$ cat src/rtl/discharge_pulse_sequencer.sv
// EDM discharge pulse sequencer: times gate ON/OFF phases in units of CLK_PER_UNIT clocks and
// presents the shadowed peak-current setpoint and waveform code. Parameters latch only at pulse boundaries.
//
// state | meaning
// IDLE  | no pulse train; waits for is_machine with valid Ton/Toff
// ON    | gate driven, Ip_setpoint presented for shadow Ton units
// OFF   | gate released for shadow Toff units, then re-arm or stop
module discharge_pulse_sequencer #(
  parameter int CLK_PER_UNIT = 100,
  parameter int PRE_W        = 16
) (
  input  logic        clk,
  input  logic        sys_rst,
  input  logic        is_machine,
  input  logic [15:0] Ton_data,
  input  logic [15:0] Toff_data,
  input  logic [15:0] Ip_data,
  input  logic [15:0] waveform_data,
  output logic        pulse_on,
  output logic        pulse_start,
  output logic [15:0] Ip_setpoint,
  output logic [15:0] waveform_sel,
  output logic        busy,
  output logic        param_err,
  output logic [31:0] pulse_count
);

  typedef enum logic [1:0] {IDLE, ON, OFF} state_t;

  localparam logic [PRE_W-1:0] PRE_LAST = PRE_W'(CLK_PER_UNIT - 1);

  state_t           state, state_nx;
  logic [PRE_W-1:0] pre_cnt, pre_nx;
  logic [15:0]      unit_cnt, unit_nx;
  logic [15:0]      ton_sh, toff_sh, ip_sh;
  logic [15:0]      ton_sh_nx, toff_sh_nx, ip_sh_nx;
  logic [15:0]      target, ip_nx, wf_nx;
  logic [31:0]      count_q, count_nx;
  logic             params_ok, start_ok, pre_wrap, phase_end, load;
  logic             on_nx, start_nx, busy_nx, err_nx;

  always_comb begin
    state_nx  = state;
    load      = 1'b0;
    params_ok = (Ton_data != 16'd0) && (Toff_data != 16'd0);
    start_ok  = is_machine && params_ok;
    target    = (state == ON) ? ton_sh : toff_sh;
    pre_wrap  = (pre_cnt == PRE_LAST);
    // target is never 0 outside IDLE, so target-1 cannot underflow where it matters
    phase_end = pre_wrap && (unit_cnt == target - 16'd1);
    pre_nx    = pre_wrap ? '0 : pre_cnt + 1'b1;
    unit_nx   = pre_wrap ? unit_cnt + 16'd1 : unit_cnt;

    case (state)
      IDLE: begin
        pre_nx  = '0;
        unit_nx = '0;
        if (start_ok) begin
          state_nx = ON;
          load     = 1'b1;
        end
      end
      ON: begin
        if (phase_end) begin
          state_nx = OFF;
          pre_nx   = '0;
          unit_nx  = '0;
        end
      end
      OFF: begin
        if (phase_end) begin
          pre_nx  = '0;
          unit_nx = '0;
          if (start_ok) begin
            state_nx = ON;
            load     = 1'b1;
          end else begin
            state_nx = IDLE;
          end
        end
      end
      default: begin
        state_nx = IDLE;
        pre_nx   = '0;
        unit_nx  = '0;
      end
    endcase

    ton_sh_nx  = load ? Ton_data      : ton_sh;
    toff_sh_nx = load ? Toff_data     : toff_sh;
    ip_sh_nx   = load ? Ip_data       : ip_sh;
    wf_nx      = load ? waveform_data : waveform_sel;
    count_nx   = load ? count_q + 32'd1 : count_q;
    on_nx      = (state_nx == ON);
    start_nx   = load;
    busy_nx    = (state_nx != IDLE);
    err_nx     = (state_nx == IDLE) && is_machine && !params_ok;
    ip_nx      = on_nx ? ip_sh_nx : 16'd0;
  end

  always_ff @(posedge clk or posedge sys_rst) begin
    if (sys_rst) begin
      state        <= IDLE;
      pre_cnt      <= '0;
      unit_cnt     <= '0;
      ton_sh       <= '0;
      toff_sh      <= '0;
      ip_sh        <= '0;
      count_q      <= '0;
      pulse_on     <= 1'b0;
      pulse_start  <= 1'b0;
      busy         <= 1'b0;
      param_err    <= 1'b0;
      Ip_setpoint  <= '0;
      waveform_sel <= '0;
    end else begin
      state        <= state_nx;
      pre_cnt      <= pre_nx;
      unit_cnt     <= unit_nx;
      ton_sh       <= ton_sh_nx;
      toff_sh      <= toff_sh_nx;
      ip_sh        <= ip_sh_nx;
      count_q      <= count_nx;
      pulse_on     <= on_nx;
      pulse_start  <= start_nx;
      busy         <= busy_nx;
      param_err    <= err_nx;
      Ip_setpoint  <= ip_nx;
      waveform_sel <= wf_nx;
    end
  end

  assign pulse_count = count_q;

endmodule

$ cat config.mk
export PLATFORM = sky130hd
export DESIGN_NAME = discharge_pulse_sequencer
export DESIGN_NICKNAME = d
export VERILOG_FILES = /design/src/rtl/discharge_pulse_sequencer.sv
export SDC_FILE = /design/constraint.sdc
export NUM_CORES = 1
export LEC_CHECK = 0
export CAP_MARGIN = 0
export CORE_MARGIN = 1.5
export CORE_UTILIZATION = 53
export CTS_BUF_LIST = sky130_fd_sc_hd__clkbuf_16
export CTS_CLUSTER_DIAMETER = 40
export DETAILED_ROUTE_END_ITERATION = 8
export PLACE_DENSITY = 0.89
export SYNTH_ARGS = -nofsm -noshare
export SYNTH_HDL_FRONTEND = slang
export SYNTH_SLANG_ARGS = --single-unit
export TNS_END_PERCENT = 5
$ cat constraint.sdc
create_clock -name clk -period 5.87 [get_ports clk]
set_clock_uncertainty 0.05 [all_clocks]
set_input_delay 1.174 -clock clk [delete_from_list [all_inputs] [get_ports clk]]
set_output_delay 1.174 -clock clk [all_outputs]
set_load 0.1 [all_outputs]
==> run_results.csv, run 1 <==
group,metric,value,unit
finish,antennaDiodeCount,0,
drt,via_count,5380,
min_path,hold_path_class,"register to register",
drt,drc,0,
worst_setup_path,cp_common_cell,"buf_4",
synthesis,synth_fa_ha_area_frac,0.01369,
worst_setup_path,rr_worst_depth,13,
worst_setup_path,path_max_fanout,30,
power_and_ir_drop,p_per_area,544.0,nW/um^2
place,place_inst,915,
cts,clkSinkCount,150,
global_route,grt.overflow.total,0,
die,die-area,14510,um^2
synthesis,synthSimpleGateAreaFrac,0.1776,
cts,numCtsBuffers,17,
drt,avgRoutedWirePerCell,17.89,um
worst_setup_path,reg2reg_setup_slack,0.81,ns
cts,htreeDepth,4,
timing,hold_viol_final,0,
global_route,first_global_vias,5654,
synthesis,netlist_area,7311,um^2
finish,final_common_cell,"dfrtp_1",
worst_setup_path,crit_buf_inv,3,
power_and_ir_drop,clock_power_share,0.214,
synthesis,synth_compound_area_frac,0.04484,
place,portBuffers,134,
synthesis,synth_area_leaders,"dfrtp_1 51%, mux2_1 5.7%, xnor2_1 4.7%",
run_status,status,"completed",
timing,worstMarginPinSlew,1.051,ns
timing,setup_viol,0,
drt,via_per_inst,5.681,
global_route,antenna_found_initial,0,
synthesis,synthMuxAreaShare,0.1248,
synthesis,synth_xor_area_frac,0.09225,
synthesis,yosys_most_used_dff,"dfrtp_1",
finish,nNetsFinal,833,
die,coreArea,13350,um^2
global_route,grt_first_pass_wirelength,28370,um
synthesis,syn_nets,698,
power_and_ir_drop,switching_share,0.4471,
finish,area_growth,27.64,%
synthesis,ys_ff_latch,150,
power_and_ir_drop,pwr-share-comb,0.474,
cts,hold_buffers,0,
synthesis,yosysUniqueCellTypes,60,
cts,path_clk_slew,0.06,ns
worst_setup_path,critPathKind,"register to register",
min_path,holdPathStages,1,
timing,post-route-period-util,0.8624,
drt,dr.pass1.iters,4,
run,max_cap_viol_count,0,
global_route,globalRouteTotalUtil,0.2496,
drt,drt_wl_total,16940,um
cts,insertion_delay,0.42,ns
place,gp_congestion,0.8762,
global_route,grt_max_degree,81,
worst_setup_path,worstReg2RegStart,"state[1]$_DFF_PP0_",
synthesis,synth_top_area_share,0.5134,
worst_setup_path,cp_slowest_cell,"or4_1",
power_and_ir_drop,peakVddDrop,0.5962,mV
worst_setup_path,crit_family,"simple AND/OR/NAND/NOR gates",
synthesis,synth-seq-area-share,0.5134,
synthesis,synth_edf_count,0,
synthesis,synthArstFlopShare,1.000,
cts,cts_root_buf,"clkbuf_16",
timing,fmax,197.5,MHz
die,dieHeight,120.4,um
die,row_count,42,
synthesis,synth_top_cell_by_area,"dfrtp_1",
timing,max_slew_margin,0.2970,
cts,tritoncts,"built",
power_and_ir_drop,power.leakage,3.986,nW
worst_setup_path,cp_data_required_time,6.12,ns
die,start_util,0.5477,
power_and_ir_drop,intPower,2.806,mW
power_and_ir_drop,seqPwrFrac,0.312,
finish,final_cells,947,
power_and_ir_drop,p_switching,2.270,mW
worst_setup_path,rr_endpoint,"Ip_setpoint[3]$_DFF_PP0_",
timing,period_needed,5.062,ns
timing,rsz0062_at_grt,"false",
synthesis,netlist_instances,623,
cts,cts_buffer_depth,2,
synthesis,postSynthAreaPerCell,11.73,um^2
cts,post_cts_buffers,0,
min_path,whs_endpoint,"pulse_count[31]$_DFFE_PP0P_",
finish,layout-drive-gt1-share,0.1141,
finish,layout_common_cells,"150 x dfrtp_1, 134 x clkdlybuf4s50_1, 39 x xnor2_1",
worst_setup_path,crit_chain,"inv_1 > ha_1 > buf_4 > mux2i_1 > xor2_1 > xnor2_1 > a41oi_1 > or4_1 > o31ai_2 > and2_4 > buf_4 > mux2_2 > nor2b_1",
min_path,min_from,"pulse_count[31]$_DFFE_PP0P_",
synthesis,yosys_warnings,0,
worst_setup_path,cp-start-kind,"register",
worst_setup_path,critPathMaxStageDelay,0.70,ns
worst_setup_path,worstSetupEndpointType,"register",
drt,antenna_left,0,
synthesis,synth_top_family_by_area,"simple AND/OR/NAND/NOR gates",
place,hpwl,11740,um
timing,tns,0,ns
die,die_w,120.4,um
worst_setup_path,arrival,5.31,ns
cts,post_cts_resized,0,
timing,final_max_slew_viol_count,0,
die,io_pins,135,
drt,drtIter0Drc,304,
## per-layer routing
layer | global-route usage | routed length, um | part of all wire | vias to the layer above
met2 | 0.4205 | 8573 | 0.51 | 184
met1 | 0.3003 | 6839 | 0.40 | 2715
met3 | 0.08208 | 1215 | 0.072 | 24
met4 | 0.08897 | 314 | 0.019 | 0
met5 | 0 | 0 | 0 | -
li1 | - | - | - | 2457
## metrics by stage
stage / power, mW / util / hold slack [ns] / setup slack, ns / area [um^2]
final: 5.076 / 0.6991 / 0.4238 / 0.8079 / 9331
after global placement: 3.897 / 0.6551 / 0.4135 / 1.150 / 8745
after floorplan: 3.478 / - / 0.4052 / 0.6096 / 7311
after detailed placement: 3.981 / 0.6551 / 0.4196 / 0.9310 / 8745
after CTS: 5.098 / 0.6991 / 0.4298 / 0.8478 / 9331
after global routing: 5.307 / 0.6991 / 0.4493 / 0.5490 / 9331
## worst register-to-register path, cell delays in order, from the launching register on
cell,delay [ns]
dfrtp_1,0.44
inv_1,0.13
ha_1,0.67
buf_4,0.42
mux2i_1,0.28
xor2_1,0.27
xnor2_1,0.16
a41oi_1,0.15
or4_1,0.70
o31ai_2,0.36
and2_4,0.38
buf_4,0.40
mux2_2,0.40
nor2b_1,0.13
## worst max-delay path by stage
stage                        from                        to  cells past startpoint
3_5_place_dp   state[1]$_DFF_PP0_  Ip_setpoint[3]$_DFF_PP0_                     13
6_report       state[1]$_DFF_PP0_  Ip_setpoint[3]$_DFF_PP0_                     13
3_3_place_gp   state[1]$_DFF_PP0_  Ip_setpoint[3]$_DFF_PP0_                     13
4_1_cts        state[1]$_DFF_PP0_  Ip_setpoint[3]$_DFF_PP0_                     13
5_1_grt        state[1]$_DFF_PP0_  Ip_setpoint[3]$_DFF_PP0_                     13
2_1_floorplan             sys_rst  Ip_setpoint[0]$_DFF_PP0_                      1
## final cells by class
cell class	instances	area [um^2]
clock buffers	17	425.4
clock inverters	15	161.4
fillers	902	4016
inverters	15	61.31
multi-input cells	433	3316
flip-flops and latches	150	3754
well taps	176	220.2
repair buffers	141	1394
## cell families (layout without fill, tap and decap cells)
| family | Yosys count | after routing |
|---|---|---|
| muxes | 82 | 82 |
| AOI/OAI and AO/OA | 51 | 51 |
| adders and majority gates | 8 | 8 |
| xor gates and xnor gates | 77 | 77 |
| DFF | 150 | 150 |
| and+or+nand+nor | 215 | 215 |
| buffers and inverters | 40 | 188 |
## power by group through the flow
stage | clock (mW) | sequential (mW) | combinational (mW)
floorplan | 0 | 2.47 | 1.01
detailed placement | 0 | 1.59 | 2.39
CTS | 1.10 | 1.58 | 2.42
finish | 1.09 | 1.58 | 2.41
global placement | 0 | 1.57 | 2.33
global route | 1.15 | 1.62 | 2.54
## flip-flops by register name, summed over array words and instances, names as in the netlist, 2 cells and up
register / flops
ip_sh: 16
Ip_setpoint: 16
waveform_sel: 16
ton_sh: 16
pre_cnt: 16
unit_cnt: 16
toff_sh: 16
pulse_count: 32
state: 2
## cells in the mapped netlist, types with 14 or more instances
cell type / count
dfrtp_1: 150
xnor2_1: 39
xor2_1: 38
mux2_1: 37
nand2_1: 33
nor2_1: 32
mux2_2: 29
nand3_1: 28
o21ai_0: 25
nor4_1: 18
and3_1: 17
inv_1: 15
mux2i_1: 14
nor3_1: 14
No activity file was read; power rests on OpenSTA's default activity.
==> run 2: changes to the inputs <==
CORE_MARGIN = default   (was 1.5)
CORE_UTILIZATION = 59   (was 53)
CTS_BUF_LIST = sky130_fd_sc_hd__clkbuf_4 sky130_fd_sc_hd__clkbuf_8   (was sky130_fd_sc_hd__clkbuf_16)
DONT_BUFFER_PORTS = 1   (was default)
PLACE_DENSITY = 0.83   (was 0.89)
==> run 2 against run 1 <==
Cell count shrank 15%; critical path depth shrank 1; cell area shrank 17%; clock-buffer cell count grew 2; die area shrank 11%; clock power shrank 26%; setup slack gained 0.23 ns; via count shrank 12%; non-clock buffer count shrank 137; first-iteration DRC count grew 16%; utilization shrank 5.4 points; critical endpoint is now toff_sh[8]$_DFFE_PP0P_; highest routed layer unchanged.
==> run_results.csv, run 2 (same netlist as run 1, synthesis figures left out) <==
group,metric,value,unit
worst_setup_path,cp_data_required_time,6.16,ns
cts,path_clk_slew,0.08,ns
global_route,grt_max_degree,112,
cts,numCtsBuffers,17,
cts,insertion_delay,0.45,ns
worst_setup_path,worstReg2RegStart,"state[1]$_DFF_PP0_",
run_status,status,"completed",
min_path,holdPathStages,1,
finish,fillCellCount,888,
timing,hold_viol_final,0,
die,row_count,40,
timing,worstMarginPinSlew,1.101,ns
drt,via_count,4749,
finish,final_cells,802,
global_route,antenna_found_initial,0,
place,portBuffers,0,
die,die_w,113.3,um
timing,rsz0062_at_grt,"false",
worst_setup_path,path_max_fanout,49,
drt,avgRoutedWirePerCell,18.29,um
finish,antennaDiodeCount,0,
min_path,whs_endpoint,"ip_sh[9]$_DFF_PP0_",
drt,dr.pass1.iters,4,
worst_setup_path,arrival,5.12,ns
power_and_ir_drop,peakVddDrop,0.5610,mV
cts,cts_buffer_depth,2,
global_route,first_global_vias,4874,
timing,final_max_slew_viol_count,0,
finish,area_growth,6.418,%
worst_setup_path,reg2reg_setup_slack,1.03,ns
min_path,hold_path_class,"register to register",
worst_setup_path,rr_worst_depth,12,
die,die-area,12840,um^2
cts,post_cts_resized,0,
die,coreArea,12060,um^2
finish,largest_reg_flops,32,
run,max_cap_viol_count,0,
min_path,min_from,"ip_sh[9]$_DFF_PP0_",
power_and_ir_drop,power.leakage,3.387,nW
timing,setup_viol,0,
die,start_util,0.6061,
power_and_ir_drop,p_per_area,573.5,nW/um^2
place,place_inst,770,
worst_setup_path,rr_endpoint,"toff_sh[8]$_DFFE_PP0P_",
timing,fmax,206.8,MHz
timing,period_needed,4.835,ns
cts,hold_buffers,0,
cts,tritoncts,"built",
finish,fin_util,0.6450,
finish,nNetsFinal,696,
place,gp_congestion,0.8846,
drt,via_per_inst,5.921,
timing,max_slew_margin,0.2660,
timing,post-route-period-util,0.8238,
place,placed_area,7371,um^2
timing,tns,0,ns
place,hpwl,10550,um
global_route,grt.overflow.total,0,
global_route,grt_first_pass_wirelength,24240,um
die,dieHeight,113.3,um
die,io_pins,135,
finish,finalInstanceArea,7780,um^2
worst_setup_path,cp-start-kind,"register",
drt,drc,0,
drt,drtIter0Drc,352,
drt,drt_wl_total,14670,um
worst_setup_path,critPathKind,"register to register",
cts,htreeDepth,4,
finish,final_common_cell,"dfrtp_1",
cts,clkSinkCount,150,
finish,layout_common_cells,"150 x dfrtp_1, 39 x xnor2_1, 38 x xor2_1",
cts,post_cts_buffers,0,
finish,layout-drive-gt1-share,0.1388,
drt,antenna_left,0,
cts,cts_root_buf,"clkbuf_8",
global_route,globalRouteTotalUtil,0.2436,
worst_setup_path,worstSetupEndpointType,"register",
## run 2: changes by cell type in the layout (fill, tap and decap cells not counted)
cell / before / now
clkdlybuf4s50_1: 134 / 0
clkinv_4: 0 / 2
inv_1: 16 / 14
buf_4: 7 / 4
inv_6: 3 / 2
clkbuf_16: 17 / 0
clkinvlp_4: 3 / 1
clkinv_2: 4 / 6
clkbuf_4: 0 / 1
clkinv_1: 1 / 0
clkbuf_8: 0 / 18
## run 2: per-layer routing
metal / wire length (um) / global-route usage
met5: 0 / 0
met3: 935 / 0.08195
met4: 349 / 0.1035
met2: 7137 / 0.3840
met1: 6246 / 0.3093
## run 2: final cells by class
class | count | area [um^2] | area share
Timing Repair Buffer | 4 | 30.03 | 0.003860
Tap cell | 168 | 210.2 | 0.02702
Clock inverter | 13 | 153.9 | 0.01978
Multi-Input combinational cell | 433 | 3316 | 0.4262
Clock buffer | 19 | 255.2 | 0.03281
Sequential cell | 150 | 3754 | 0.4825
Inverter | 15 | 61.31 | 0.007880
## run 2: critical path, stage by stage (launching register included)
cell	delay (ns)
dfrtp_1	0.45
inv_1	0.11
ha_1	0.22
buf_4	0.42
nor4b_1	0.40
o221ai_1	0.29
nor2_1	0.15
a41oi_1	0.10
or4_1	0.70
o31ai_2	0.30
and2_4	0.58
buf_4	0.51
mux2_2	0.39
## run 2: where the power goes
group	internal, mW	leakage [nW]	switching (mW)
combinational	0.542	1.28	0.550
sequential	1.33	1.90	1.23
clock	0.434	0.213	0.379
total	2.30	3.39	2.16
## run 2: worst max-delay path by stage
stage	from	slack [ns]	to	cells past startpoint
2_1_floorplan	sys_rst	0.61	Ip_setpoint[0]$_DFF_PP0_	1
3_3_place_gp	state[1]$_DFF_PP0_	1.25	ton_sh[15]$_DFFE_PP0P_	12
3_5_place_dp	state[1]$_DFF_PP0_	1.09	toff_sh[8]$_DFFE_PP0P_	12
4_1_cts	state[1]$_DFF_PP0_	1.06	ton_sh[15]$_DFFE_PP0P_	12
5_1_grt	state[1]$_DFF_PP0_	0.67	toff_sh[8]$_DFFE_PP0P_	12
6_report	state[1]$_DFF_PP0_	1.03	toff_sh[8]$_DFFE_PP0P_	12
## run 2: metrics by stage
stage                     total power, mW  hold slack [ns]  worst slack (ns)
after floorplan                     3.478           0.4052            0.6096
after CTS                           4.473           0.4511             1.062
final                               4.462           0.4438             1.035
after detailed placement            3.665           0.4210             1.090
after global routing                4.655           0.4728            0.6696
after global placement              3.594           0.4183             1.245
==> run 3: changes to the inputs <==
clock period = 5.07 ns   (was 5.87 ns; I/O delays follow)
==> run 3 against run 2 <==
Non-clock buffer count increased by 4; flip-flop and latch count unchanged; sequential share of layout area decreased by 0.39 points; utilization increased by 0.53 points; first-iteration DRC count decreased by 16%; register-to-register slack got worse by 0.57 ns; wire length increased by 2.0%; critical endpoint is now waveform_sel[6]$_DFFE_PP0P_; total power increased by 17%; cell count increased by 0.12%; fmax increased by 4.9%.
==> run_results.csv, run 3 (same netlist as run 1, synthesis figures left out) <==
group,metric,value,unit
run_status,status,"completed",
cts,insertion_delay,0.45,ns
cts,tritoncts,"built",
timing,rsz0062_at_grt,"false",
finish,fin_util,0.6503,
global_route,first_global_vias,5088,
global_route,gr-usage-met2,0.4241,
global_route,antenna_found_initial,0,
drt,antenna_left,0,
power_and_ir_drop,p_switching,2.502,mW
global_route,grt.overflow.total,0,
global_route,globalRouteTotalUtil,0.2535,
finish,nNetsFinal,700,
drt,drc,0,
place,hpwl,10630,um
global_route,grt_max_degree,151,
power_and_ir_drop,power.leakage,3.406,nW
min_path,hold_path_class,"register to register",
die,row_count,40,
finish,final_common_cell,"dfrtp_1",
finish,antennaDiodeCount,0,
timing,period_needed,4.609,ns
run,max_cap_viol_count,0,
die,coreArea,12060,um^2
cts,clkSinkCount,150,
die,start_util,0.6061,
timing,worstMarginPinSlew,1.050,ns
worst_setup_path,crit_chain,"inv_1 > ha_1 > buf_12 > mux2i_1 > o221ai_1 > nor2_1 > a41oi_1 > or4_1 > o31ai_2 > and2_4 > buf_4 > mux2_1",
power_and_ir_drop,pwr-share-comb,0.268,
worst_setup_path,critPathKind,"register to register",
finish,seq_area,3754,um^2
die,dieHeight,113.3,um
worst_setup_path,cp-start-kind,"register",
drt,via_per_inst,5.989,
worst_setup_path,critPathMaxStageDelay,0.70,ns
global_route,gr-usage-met1,0.2975,
power_and_ir_drop,switching_share,0.4790,
place,place_inst,774,
timing,max_slew_margin,0.3003,
timing,post-route-period-util,0.9091,
min_path,min_from,"ip_sh[9]$_DFF_PP0_",
cts,cts_root_buf,"clkbuf_8",
worst_setup_path,cp_slowest_cell,"or4_1",
worst_setup_path,path_max_fanout,35,
global_route,met3_usage,0.08731,
die,io_pins,135,
cts,hold_buffers,0,
finish,final_cells,803,
cts,numCtsBuffers,17,
power_and_ir_drop,seqPwrFrac,0.551,
finish,largest_reg_flops,32,
worst_setup_path,worstSetupEndpointType,"register",
finish,layout_common_cells,"150 x dfrtp_1, 39 x xnor2_1, 38 x xor2_1",
timing,final_max_slew_viol_count,0,
worst_setup_path,crit_buf_inv,3,
drt,via_count,4809,
power_and_ir_drop,clock_power_share,0.181,
timing,hold_viol_final,0,
finish,area_growth,7.291,%
finish,multi_input_area,3316,um^2
cts,path_clk_slew,0.07,ns
place,placed_area,7437,um^2
cts,htreeDepth,4,
power_and_ir_drop,peakVddDrop,0.5951,mV
global_route,grt_first_pass_wirelength,25170,um
die,die_w,113.3,um
timing,setup_viol,0,
finish,finalInstanceArea,7844,um^2
power_and_ir_drop,intPower,2.721,mW
cts,post_cts_resized,0,
power_and_ir_drop,p_per_area,666.0,nW/um^2
timing,tns,0,ns
finish,fillCellCount,889,
timing,holdWs,0.4426,ns
cts,cts_buffer_depth,2,
drt,dr.pass1.iters,5,
worst_setup_path,crit_family,"simple AND/OR/NAND/NOR gates",
place,portBuffers,0,
global_route,busiest_layer,"met2",
cts,post_cts_buffers,0,
worst_setup_path,arrival,4.89,ns
place,gp_congestion,0.8584,
drt,drt_wl_total,14960,um
worst_setup_path,worstReg2RegStart,"state[1]$_DFF_PP0_",
timing,fmax,216.9,MHz
worst_setup_path,cp-startpoint,"state[1]$_DFF_PP0_",
drt,drtIter0Drc,295,
worst_setup_path,cp_data_required_time,5.35,ns
die,die-area,12840,um^2
drt,avgRoutedWirePerCell,18.63,um
finish,layout-drive-gt1-share,0.1402,
==> run 3: cell types whose count changed in the layout (fill, tap and decap cells not counted) <==
| cell | previous run | this run |
|---|---|---|
| inv_6 | 2 | 1 |
| clkbuf_8 | 18 | 20 |
| clkinvlp_4 | 1 | 3 |
| buf_12 | 0 | 3 |
| clkinv_2 | 6 | 2 |
| buf_4 | 4 | 5 |
| clkinv_4 | 2 | 0 |
==> run 3: layer usage <==
metal / vias up / routed length [um]
li1: 2193 / -
met1: 2430 / 5992
met2: 154 / 7579
met3: 32 / 991
met4: 0 / 396
met5: - / 0
==> run 3: worst reg2reg max path: stages (launching register included) <==
cell      delay (ns)
dfrtp_1         0.45
inv_1           0.11
ha_1            0.45
buf_12          0.26
mux2i_1         0.36
o221ai_1        0.30
nor2_1          0.17
a41oi_1         0.11
or4_1           0.70
o31ai_2         0.33
and2_4          0.49
buf_4           0.36
mux2_1          0.37
==> run 3: stage by stage <==
stage	power, mW	worst slack, ns
finish	5.224	0.4606
global route	5.477	0.07766
CTS	5.254	0.4484
detailed placement	4.293	0.4558
global placement	4.208	0.6765
floorplan	4.027	0.9993
==> run 3: final cells by class <==
cell class,count,share of cell area
Tap cell,168,0.02680
Clock inverter,8,0.01579
Multi-Input combinational cell,433,0.4227
Inverter,15,0.007657
Clock buffer,21,0.03605
Sequential cell,150,0.4785
Timing Repair Buffer,8,0.01244
==> run 3: path summary, 6_finish.rpt <==
check,end,slack [ns],depth (start not counted)
max reg2reg,waveform_sel[6]$_DFFE_PP0P_,0.46,12
max in group asynchronous,unit_cnt[8]$_DFFE_PP0P_,3.79,2
max,waveform_sel[6]$_DFFE_PP0P_,0.46,12
min in group asynchronous,Ip_setpoint[10]$_DFF_PP0_,0.59,2
min reg2reg,ip_sh[9]$_DFF_PP0_,0.44,1
min,ip_sh[9]$_DFF_PP0_,0.44,1
==> run 3: power groups by stage <==
stage / sequential, mW / clock (mW) / combinational [mW]
2_1_floorplan: 2.86 / 0 / 1.17
3_3_place_gp: 2.88 / 0 / 1.33
3_5_place_dp: 2.89 / 0 / 1.40
4_1_cts: 2.88 / 0.964 / 1.41
5_1_grt: 2.93 / 1.01 / 1.54
6_report: 2.88 / 0.944 / 1.40
